<file path="config.mk">
export PLATFORM = sky130hd
export DESIGN_NAME = conv_window_gen
export DESIGN_NICKNAME = d
export VERILOG_FILES = /design/src/rtl/cnn_pkg.sv /design/src/rtl/line_buffer_ram.sv /design/src/rtl/conv_window_gen.sv
export SDC_FILE = /design/constraint.sdc
export NUM_CORES = 1
export LEC_CHECK = 0
export ABC_CLOCK_PERIOD_IN_PS = 5000
export CORE_UTILIZATION = 55
export CTS_BUF_LIST = sky130_fd_sc_hd__clkbuf_4
export CTS_CLUSTER_SIZE = 20
export DETAILED_ROUTE_END_ITERATION = 8
export PLACE_DENSITY = 0.73
export SLEW_MARGIN = 40
export SYNTH_ARGS = -nofsm -noshare
export SYNTH_HDL_FRONTEND = slang
export SYNTH_SLANG_ARGS = --single-unit
</file>
<file path="constraint.sdc">
create_clock -name clk -period 5 [get_ports clk]
set_clock_uncertainty 0.15 [all_clocks]
set_input_delay 0.5 -clock clk [delete_from_list [all_inputs] [get_ports clk]]
set_output_delay 0.5 -clock clk [all_outputs]
set_load 0.02 [all_outputs]
</file>
<file path="src/rtl/cnn_pkg.sv">
// rtl/cnn_pkg.sv - shared CNN datapath types, sizes and window bit-offset helper
package cnn_pkg;
    localparam int WIDTH       = 8;
    localparam int KERNEL_SIZE = 3;
    localparam int ACCM_WIDTH  = 2 * WIDTH + 4;
    localparam int WIN_ELEMS   = KERNEL_SIZE * KERNEL_SIZE;

    typedef logic signed [WIDTH-1:0] pixel_t;

    // LSB of window element (r, c) in a flat window bus of w-bit elements
    function automatic int elem_lsb(input int r, input int c, input int w);
        return (r * KERNEL_SIZE + c) * w;
    endfunction
endpackage

</file>
<file path="src/rtl/line_buffer_ram.sv">
// rtl/line_buffer_ram.sv - one-row line buffer, async read, clocked write, contents not reset
module line_buffer_ram #(
    parameter int DEPTH = 32,
    parameter int WIDTH = 8,
    localparam int AW   = $clog2(DEPTH)
) (
    input  logic             clk,
    input  logic [AW-1:0]    rd_addr_i,
    output logic [WIDTH-1:0] rd_data_o,
    input  logic             wr_en_i,
    input  logic [AW-1:0]    wr_addr_i,
    input  logic [WIDTH-1:0] wr_data_i
);
    logic [WIDTH-1:0] mem_q [DEPTH];

    // Read is combinational, so a same-address write lands after the old value was used
    assign rd_data_o = mem_q[rd_addr_i];

    always_ff @(posedge clk) begin
        if (wr_en_i) begin
            mem_q[wr_addr_i] <= wr_data_i;
        end
    end
endmodule

</file>
<file path="src/rtl/conv_window_gen.sv">
// rtl/conv_window_gen.sv - streaming 3x3 sliding-window generator feeding the convolution MAC
module conv_window_gen #(
    parameter int WIDTH       = 8,
    parameter int KERNEL_SIZE = 3,
    parameter int IMG_WIDTH   = 32,
    parameter int IMG_HEIGHT  = 32
) (
    input  logic                                    clk,
    input  logic                                    reset,
    input  logic [WIDTH-1:0]                        in_pixel,
    input  logic                                    in_valid,
    output logic                                    in_ready,
    output logic [KERNEL_SIZE*KERNEL_SIZE*WIDTH-1:0] out_window,
    output logic                                    out_valid,
    input  logic                                    out_ready,
    output logic                                    out_last
);
    import cnn_pkg::*;

    localparam int NE = KERNEL_SIZE * KERNEL_SIZE;
    localparam int CW = $clog2(IMG_WIDTH);
    localparam int RW = $clog2(IMG_HEIGHT);

    logic [CW-1:0]       col_q, col_d;
    logic [RW-1:0]       row_q, row_d;
    logic [NE*WIDTH-1:0] win_q, win_d;
    logic                out_valid_q, out_valid_d;
    logic                out_last_q, out_last_d;
    logic [WIDTH-1:0]    lb0_rd, lb1_rd;
    logic                accept, col_end, row_end, gen_win;

    assign in_ready = !out_valid_q || out_ready;
    assign accept   = in_valid && in_ready;
    assign col_end  = (col_q == CW'(IMG_WIDTH - 1));
    assign row_end  = (row_q == RW'(IMG_HEIGHT - 1));
    // Left two columns of each row mix in data from the previous row, so they never emit
    assign gen_win  = (row_q >= RW'(2)) && (col_q >= CW'(2));

    line_buffer_ram #(.DEPTH(IMG_WIDTH), .WIDTH(WIDTH)) u_lb0 (
        .clk       (clk),
        .rd_addr_i (col_q),
        .rd_data_o (lb0_rd),
        .wr_en_i   (accept),
        .wr_addr_i (col_q),
        .wr_data_i (in_pixel)
    );

    line_buffer_ram #(.DEPTH(IMG_WIDTH), .WIDTH(WIDTH)) u_lb1 (
        .clk       (clk),
        .rd_addr_i (col_q),
        .rd_data_o (lb1_rd),
        .wr_en_i   (accept),
        .wr_addr_i (col_q),
        .wr_data_i (lb0_rd)
    );

    always_comb begin
        col_d = col_q;
        row_d = row_q;
        if (accept) begin
            if (col_end) begin
                col_d = '0;
                row_d = row_end ? '0 : row_q + RW'(1);
            end else begin
                col_d = col_q + CW'(1);
            end
        end
    end

    always_comb begin
        win_d = win_q;
        if (accept) begin
            for (int r = 0; r < KERNEL_SIZE; r++) begin
                win_d[elem_lsb(r, 0, WIDTH) +: WIDTH] = win_q[elem_lsb(r, 1, WIDTH) +: WIDTH];
                win_d[elem_lsb(r, 1, WIDTH) +: WIDTH] = win_q[elem_lsb(r, 2, WIDTH) +: WIDTH];
            end
            win_d[elem_lsb(0, 2, WIDTH) +: WIDTH] = lb1_rd;
            win_d[elem_lsb(1, 2, WIDTH) +: WIDTH] = lb0_rd;
            win_d[elem_lsb(2, 2, WIDTH) +: WIDTH] = in_pixel;
        end
    end

    always_comb begin
        out_valid_d = out_valid_q;
        out_last_d  = out_last_q;
        if (accept && gen_win) begin
            out_valid_d = 1'b1;
            out_last_d  = row_end && col_end;
        end else if (out_ready) begin
            out_valid_d = 1'b0;
        end
    end

    always_ff @(posedge clk or posedge reset) begin
        if (reset) begin
            col_q       <= '0;
            row_q       <= '0;
            win_q       <= '0;
            out_valid_q <= 1'b0;
            out_last_q  <= 1'b0;
        end else begin
            col_q       <= col_d;
            row_q       <= row_d;
            win_q       <= win_d;
            out_valid_q <= out_valid_d;
            out_last_q  <= out_last_d;
        end
    end

    assign out_window = win_q;
    assign out_valid  = out_valid_q;
    assign out_last   = out_last_q;
endmodule

</file>
==> out/metrics.cfg <==
[run_status]
outcome = completed

[logic_synthesis]
synth-edff-count = 512
ys.flop_type = edfxtp_1
syn_nets = 1390
yosys_warnings = 0
synth_area_mm2 = 0.0233
syn_avg_cell_area_um2 = 17.0
ys_types = 54
ys_seq_elements = 596
ys_async_sr_fraction_pct = 14.1
synthCells = 1370
synth_top_area_share_pct = 65.9
synth_largest_area_cell = edfxtp_1
synthTopCellsByArea = edfxtp_1 66%, dfrtp_1 9.0%, mux2i_1 7.6%, nand2_1 3.2%, mux4_1 2.4%
synth_seq_area_share_pct = 74.9

[final_layout]
synthToLayoutAreaGrowth_pct = 15.3
final_nets = 1618
drive_above_1_share_pct = 21.5
post_layout_nonfiller_instances = 2248
nFillCells = 2897

[global_route]
grt_overflow = 0
antenna_found_initial = 3
grt_pass1_wl_mm = 81.7
track_usage_pct = 25.9
grt_start_max_net_pins = 73
grt_pass1_vias = 13300

[setup_path]
start_kind = flip-flop
arrival_ns = 3.98
crit_required_ns = 5.36
setup.worst_path.class = flip-flop to flip-flop
worstPathMaxFanout = 32
regToRegSetupSlack_ns = 1.39
slowest_delay_ns = 0.87
slowest_stage = dfrtp_2
end_kind = flip-flop
crit_top_cell = buf_4
critPathBufInv = 2
critical-path-top-delay-family = simple AND/OR/NAND/NOR gates
path_cells = buf_4 -> or4bb_1 -> o22ai_1 -> nor4_1 -> nand2_1 -> buf_4

[placed_design]
globalplace.congestion = 0.884
io_buffers = 86
dpl.cell_count = 1987
hpwl_mm = 33.9
place_ws_ns = 1.54

[drt]
vias = 13500
wl_per_cell_um = 24.3
wirelength_mm = 54.6
drc = 0
firstDrtPassIters = 5
detail-route-antenna-nets = 0
drtIter0Drc = 1512
via_per_inst = 6.00

[sta]
setup_ws_ns = 1.39
maxSlewHeadroom_pct = 39.1
period_share_pct = 72.3
hold_viol_final = 0
slew_viol_final = 0
worst_pin_slew_ns = 0.905
finalSetupViolCount = 0
timing.fmax_ghz = 0.277
tns_ns = 0
rsz0062_at_grt = false
min_period_ns = 3.61

[die]
coreArea_mm2 = 0.0419
fp-row-count = 75
die_area_mm2 = 0.0432
dieWidth_um = 208
die_y_um = 208
pin_count = 87
initial_utilization_pct = 55.7

[clocking]
clk-insertion-delay-late_ns = 0.86
cts_buffer_depth = 3
clock-sinks = 596
cts_root_buffer = clkbuf_4
ctsResizeCount = 0
post_cts_buffers = 0
path_clk_slew_ns = 0.06
htreeDepth = 4
tritoncts = done
cts-hold-fix-buffers = 2
numCtsBuffers = 146

[hold_path]
hold_class = primary input to flip-flop

[power_and_ir_drop]
cellLeakagePower_nw = 9.83
cellPowerDensity_mw_per_mm2 = 609
vdd_drop_max_uv = 301

[run]
maxCapViolations = 0

## where the power goes
group | total [W] | switching, W | leakage, nW | internal (W)
registers | 0.00736 | 0.000474 | 5.65 | 0.00689
logic | 0.00505 | 0.00327 | 3.06 | 0.00179
clock network | 0.00395 | 0.00181 | 1.12 | 0.00214
total | 0.0164 | 0.00555 | 9.83 | 0.0108
## worst min-delay path: stages
cell and delay [ns]:
clkdlybuf4s50_1 0.40, buf_4 0.20, inv_1 0.06, o21ai_0 0.07
## synthesized netlist by cell type, types with 13 or more instances
library cell / number
mux4_1: 21
clkbuf_1: 24
edfxtp_1: 512
o22ai_1: 71
nand2_1: 197
nor4_1: 19
a31oi_1: 17
nor2_1: 56
dfrtp_1: 84
buf_2: 35
mux4_2: 18
mux2i_1: 178
o21ai_0: 13
## path summary, 6_finish.rpt
check,from,cells after the start,to
max,col_q[0]$_DFFE_PP0P_,6,u_lb1.mem_q[25][7]$_DFFE_PP_
min,in_valid,4,out_valid$_DFFE_PP0P_
max reg2reg,col_q[0]$_DFFE_PP0P_,6,u_lb1.mem_q[25][7]$_DFFE_PP_
min reg2reg,out_window[52]$_DFFE_PP0P_,2,out_window[52]$_DFFE_PP0P_
max in group asynchronous,reset,4,out_window[30]$_DFFE_PP0P_
min in group asynchronous,reset,3,out_window[18]$_DFFE_PP0P_
## placed cells by master, fill, tap and decap left out, types with 3 or more instances in the layout
master	synthesis	routed
mux4_2	18	18
ha_1	8	8
a22o_1	5	5
dfrtp_1	84	82
nor2_1	56	55
clkinvlp_4	0	4
a31oi_1	17	17
o211ai_1	8	8
inv_2	0	3
nor4_2	5	6
diode_2	0	3
clkinv_2	0	3
clkdlybuf4s50_1	0	85
buf_4	5	65
o21ai_0	13	13
o22ai_1	71	71
inv_1	5	4
nand3_1	8	8
a22oi_1	10	10
mux4_1	21	21
nor4_1	19	18
clkinv_1	0	14
and3_1	4	4
nand2_1	197	195
buf_12	5	3
edfxtp_1	512	512
o22ai_2	10	10
clkbuf_4	0	231
a31o_2	3	3
mux2i_1	178	178
nand4bb_1	4	4
## metrics by stage
step           power [W]  utilization, %  hold WS [ns]  cell area (um2)
2_1_floorplan     0.0104               -         0.344            23300
5_1_grt           0.0170            64.2         0.303            26900
6_report          0.0164            64.2         0.318            26900
4_1_cts           0.0164            64.2         0.266            26900
3_5_place_dp      0.0125            59.7         0.312            25000
3_3_place_gp      0.0123            59.6         0.308            24900
## final cells by class
| type | count | area, um2 | area share [%] |
|---|---|---|---|
| Antenna cell | 3 | 7.51 | 0.0279 |
| Clock buffer | 231 | 1730 | 6.45 |
| Clock inverter | 25 | 139 | 0.517 |
| Inverter | 5 | 23.8 | 0.0884 |
| Multi-Input combinational cell | 693 | 5400 | 20.1 |
| Sequential cell | 596 | 17500 | 65.0 |
| Tap cell | 539 | 674 | 2.51 |
| Timing Repair Buffer | 156 | 1420 | 5.30 |
## sequential cells by signal, indices dropped and copies added, names as in the netlist
name / count
out_window: 72
out_last: 1
u_lb0.mem_q: 256
u_lb1.mem_q: 256
row_q: 5
out_valid: 1
col_q: 5
## per-layer routing
metal / global-route usage, % / share of wire [%] / wire length (um)
met5: 0 / 0.022 / 12
met2: 40.1 / 47 / 25700
met1: 35.4 / 41 / 22200
met3: 6.37 / 9.6 / 5250
met4: 10.9 / 2.6 / 1400
## kinds of logic (layout without fill, tap and decap cells)
kind of cell    after synthesis  in the layout  share of synthesized area [%]
flops                       596            596                           74.9
simple gates                323            323                           6.51
mux                         219            219                           11.8
compound gates              142            142                           4.23
buf+inv                      81            417                           2.02
fa+ha+maj                     8              8                          0.429
xor+xnor                      1              1                         0.0376
other cells                   0              3                              0
No activity file was read; power rests on OpenSTA's default activity.
